`src/rtl/reg_wb_arbiter.sv`:
```
// reg_wb_arbiter: round-robin arbiter for the register-file write port, with a pending-write scoreboard for decode hazards.
module reg_wb_arbiter #(
  parameter int NREQ = 3,
  parameter int NREG = 32
) (
  input  logic                 Clk,
  input  logic                 Rst_n,
  input  logic [NREQ-1:0]      Req_Valid,
  input  logic [5*NREQ-1:0]    Req_Reg,
  input  logic [32*NREQ-1:0]   Req_Data,
  output logic [NREQ-1:0]      Req_Ready,
  input  logic                 Claim_Valid,
  input  logic [4:0]           Claim_Reg,
  input  logic [4:0]           Rs,
  input  logic [4:0]           Rt,
  output logic                 Rs_Busy,
  output logic                 Rt_Busy,
  output logic [NREG-1:0]      Busy_Mask,
  output logic                 Write,
  output logic [4:0]           Reg_Wb,
  output logic [31:0]          WriteData
);
  localparam int PW = (NREQ > 1) ? $clog2(NREQ) : 1;
  logic [PW-1:0] ptr, g, idx;
  logic hs;
  logic [4:0] g_reg;
  logic [31:0] g_data;
  logic [NREG-1:0] busy, clr, set;
  // Scan from the farthest slot back to ptr so the closest valid requester wins.
  always_comb begin
    hs = 1'b0;
    g = '0;
    idx = '0;
    for (int k = NREQ - 1; k >= 0; k--) begin
      idx = PW'((int'(ptr) + k) % NREQ);
      if (Req_Valid[idx]) begin
        hs = 1'b1;
        g = idx;
      end
    end
  end
  assign Req_Ready = hs ? NREQ'(1) << g : '0;
  assign g_reg = Req_Reg[5*g +: 5];
  assign g_data = Req_Data[32*g +: 32];
  assign clr = (hs && g_reg != 5'd0) ? NREG'(1) << g_reg : '0;
  assign set = (Claim_Valid && Claim_Reg != 5'd0) ? NREG'(1) << Claim_Reg : '0;
  assign Busy_Mask = busy;
  // A write accepted this cycle is not yet in the register file, so it still counts as busy.
  assign Rs_Busy = (Rs != 5'd0) && (busy[Rs] || (hs && g_reg == Rs));
  assign Rt_Busy = (Rt != 5'd0) && (busy[Rt] || (hs && g_reg == Rt));
  always_ff @(posedge Clk or negedge Rst_n) begin
    if (!Rst_n) begin
      ptr <= '0;
      busy <= '0;
      Write <= 1'b0;
      Reg_Wb <= '0;
      WriteData <= '0;
    end else begin
      busy <= (busy & ~clr) | set;
      Write <= hs && g_reg != 5'd0;
      if (hs) begin
        ptr <= (g == PW'(NREQ - 1)) ? '0 : g + PW'(1);
        Reg_Wb <= g_reg;
        WriteData <= g_data;
      end
    end
  end
endmodule

```
`config.mk`:
```
export PLATFORM = sky130hd
export DESIGN_NAME = reg_wb_arbiter
export DESIGN_NICKNAME = d
export VERILOG_FILES = /design/src/rtl/reg_wb_arbiter.sv
export SDC_FILE = /design/constraint.sdc
export NUM_CORES = 1
export LEC_CHECK = 0
export CORE_MARGIN = 3
export CORE_UTILIZATION = 47
export DETAILED_ROUTE_END_ITERATION = 12
export PLACE_DENSITY = 0.87
export SLEW_MARGIN = 5
export SYNTH_ARGS = -nofsm -noshare
export SYNTH_HDL_FRONTEND = slang
export SYNTH_SLANG_ARGS = --single-unit
```
`constraint.sdc`:
```
create_clock -name Clk -period 8.2 [get_ports Clk]
set_clock_uncertainty 0.1 [all_clocks]
set_input_delay 1.64 -clock Clk [delete_from_list [all_inputs] [get_ports Clk]]
set_output_delay 1.64 -clock Clk [all_outputs]
set_load 0.01 [all_outputs]
```
==> summary.txt <==
status -> complete, no violations
minimum clock period -> 6.76 ns
P_int -> 1.51 mW
GRT overflow -> 0
Detailed Routing Iterations Pass 1 -> 7
Max Clock Freq -> 0.148 GHz
vias in the first global route -> 5191
core box area -> 10000 sq um
Avg Cell Area, Syn -> 8.66 sq um
crit path max fanout -> 40
Worst Max-Slew Pin Slew -> 1.22 ns
Leak -> 2.97 nW
syn nets -> 708
pin count of the biggest net entering global routing -> 81
Syn. warnings -> 0
CTS Root Cell -> clkbuf_8
P&R area growth vs syn -> 46.6%
initial antenna violation count -> 0
synthesized instance count -> 573
clock slew at reported path FFs -> 0.08 ns
asr flop ratio synth -> 100%
final WL -> 17.9 mm
final hold vios -> 0
H-tree Lvls -> 3
total number of vias -> 5389
Antenna Cells -> 0
CTS sink count -> 72
Reg2Reg Launch Point -> ptr[1]
Core Util, Final -> 72.7%
Worst Hold Depth -> 0
commonest non-fill, non-tap cell in the layout -> clkdlybuf4s50_1
gpl congestion -> 0.955
Worst VDD drop -> 0.000319 V
setup violators final -> 0
first-pass GRT wire length -> 27.3 mm
Worst setup startpoint -> Req_Valid[2]
Nets -> 890
clock share of power -> 12.5%
GRT Overall Usage -> 29.9%
max_cap viols -> 0
Max transition margin -> 18.5%
drt wl/cell -> 20.0 um
Hold Path Sink -> Busy_Mask[0]
power share of the combinational group -> 64.4%
dominant synthesized flop cell -> dfrtp_1
Setup TNS Final -> 0 ns
hold path startpoint -> Busy_Mask[0]
number of synthesized register bits -> 72
num rows -> 36
Die H -> 109 um
antenna viol nets, final -> 0
Sw Pwr -> 1.32 mW
DRT iter0 DRCs -> 637
Worst-Skew Late Latency -> 0.35 ns
vias per inst -> 6.03
register area share after synthesis -> 36.3%
most frequent cells in the layout -> 205 x clkdlybuf4s50_1, 130 x nand2_1, 77 x a21oi_1, 72 x dfrtp_1, 54 x o21ai_0
Seq pwr share -> 23.1%
Die Area -> 11800 sq um
post-DP HPWL -> 13.5 mm
Port Buffer Count -> 206
reg2reg end -> Busy_Mask[21]
pwr dens -> 389 nW/um^2
max-slew violations -> 0
Post-Syn Area -> 4960 sq um
Die Wd -> 109 um
Critical Path RT -> 6.46 ns
TritonCTS clock tree -> yes
total CTS buffers -> 9
cts hold-fix bufs -> 0
kind of end point of the critical path -> output pin
Final period util -> 82.5%
CP Class -> input port to output pin
R2R cell count -> 10
IO Count -> 207
cts repair resizes -> 0
Worst Path Arrival -> 5.02 ns
synth unique cells -> 61
drt drc -> 0
reg2reg setup slack -> 4.36 ns
number of synthesized flops with an enable pin -> 0
layout cells sized above 1 -> 9.08%
Startpoint Class -> input port
worst hold path class -> flop to flop
RSZ-0062 raised after global routing -> no
Max clock buf depth -> 2
Post-CTS Setup Inserts -> 0
sw frac -> 46.7%
Initial Utilization -> 49.6%
-- final cells by class --
class,instances,area (sq um)
Tap cell,133,166
Timing Repair Buffer,212,2100
Clock inverter,6,115
Sequential cell,72,1800
Fill cell,745,2730
Multi-Input combinational cell,431,2840
Clock buffer,10,138
Inverter,29,109
-- per-layer routing --
layer,vias up,GRT usage (%),wire length (um)
met5,-,0,0
met4,0,10.1,560
met3,57,7.46,1740
met2,353,50.2,8980
met1,2534,37.7,6620
li1,2445,-,-
-- cell families (layout without fill, tap and decap cells) --
group / Yosys count / in the layout / synth area share [%]
AOI/OAI and AO/OA: 201 / 201 / 26.3
xor gates and xnor gates: 6 / 6 / 1.06
adders and majority gates: 3 / 3 / 0.756
buffers and inverters: 70 / 257 / 6.48
DFF: 72 / 72 / 36.3
muxes: 28 / 28 / 10.7
and+or+nand+nor: 193 / 193 / 18.3
-- state kept, by name, indices dropped and copies added (netlist names) --
signal,cells
Reg_Wb,5
WriteData,32
Busy_Mask,32
ptr,2
Write,1
-- worst max-delay path: stages --
cell             delay (ns)
clkdlybuf4s50_1        0.67
mux2i_1                0.23
a22oi_4                0.27
a21o_1                 0.31
buf_4                  0.45
o221ai_1               0.20
a32o_1                 0.30
o41ai_2                0.33
clkdlybuf4s50_1        0.61
-- synth_stat cells (4+ instances only) --
library cell  number  area, sq um
nand2_1          131          492
a21oi_1           77          385
dfrtp_1           72         1800
o21ai_0           54          270
inv_1             29          109
o221ai_1          21          184
mux4_2            20          450
nor2_1            17         63.8
clkbuf_1          16         60.1
buf_2             11         55.1
o41ai_1           10         87.6
buf_1              8         30.0
nor3_1             8         40.0
buf_6              6         67.6
mux2i_1            6         60.1
or3_1              6         37.5
nand3_1            5         25.0
nand3b_1           5         37.5
o22ai_1            5         31.3
nor4_4             4         85.1
o31ai_1            4         30.0
-- worst max-delay path by stage --
stage | endpoint | depth (start not counted)
after global routing | Rs_Busy | 9
after floorplan | Rs_Busy | 10
after detailed placement | Rs_Busy | 9
after global placement | Rs_Busy | 9
after CTS | Rs_Busy | 9
final | Rs_Busy | 9
-- power by group through the flow --
stage               registers [mW]  logic [mW]  clock network, mW
CTS                          0.651        1.81              0.356
finish                       0.656        1.82              0.354
detailed placement           0.655        1.80                  0
global route                 0.673        1.97              0.374
global placement             0.646        1.74                  0
floorplan                    0.688        1.10                  0
-- metrics by stage --
| stage | setup slack (ns) | cell area [sq um] | hold slack, ns | std cells | total power [mW] |
|---|---|---|---|---|---|
| 2_1_floorplan | 2.89 | 4960 | 0.377 | 573 | 1.78 |
| 3_3_place_gp | 1.58 | 7020 | 0.315 | 877 | 2.39 |
| 3_5_place_dp | 1.49 | 7020 | 0.329 | 877 | 2.45 |
| 4_1_cts | 1.50 | 7270 | 0.341 | 893 | 2.81 |
| 5_1_grt | 1.27 | 7270 | 0.367 | 893 | 3.02 |
| 6_report | 1.44 | 7270 | 0.343 | 893 | 2.83 |
Power figures use the tool's default switching activity.
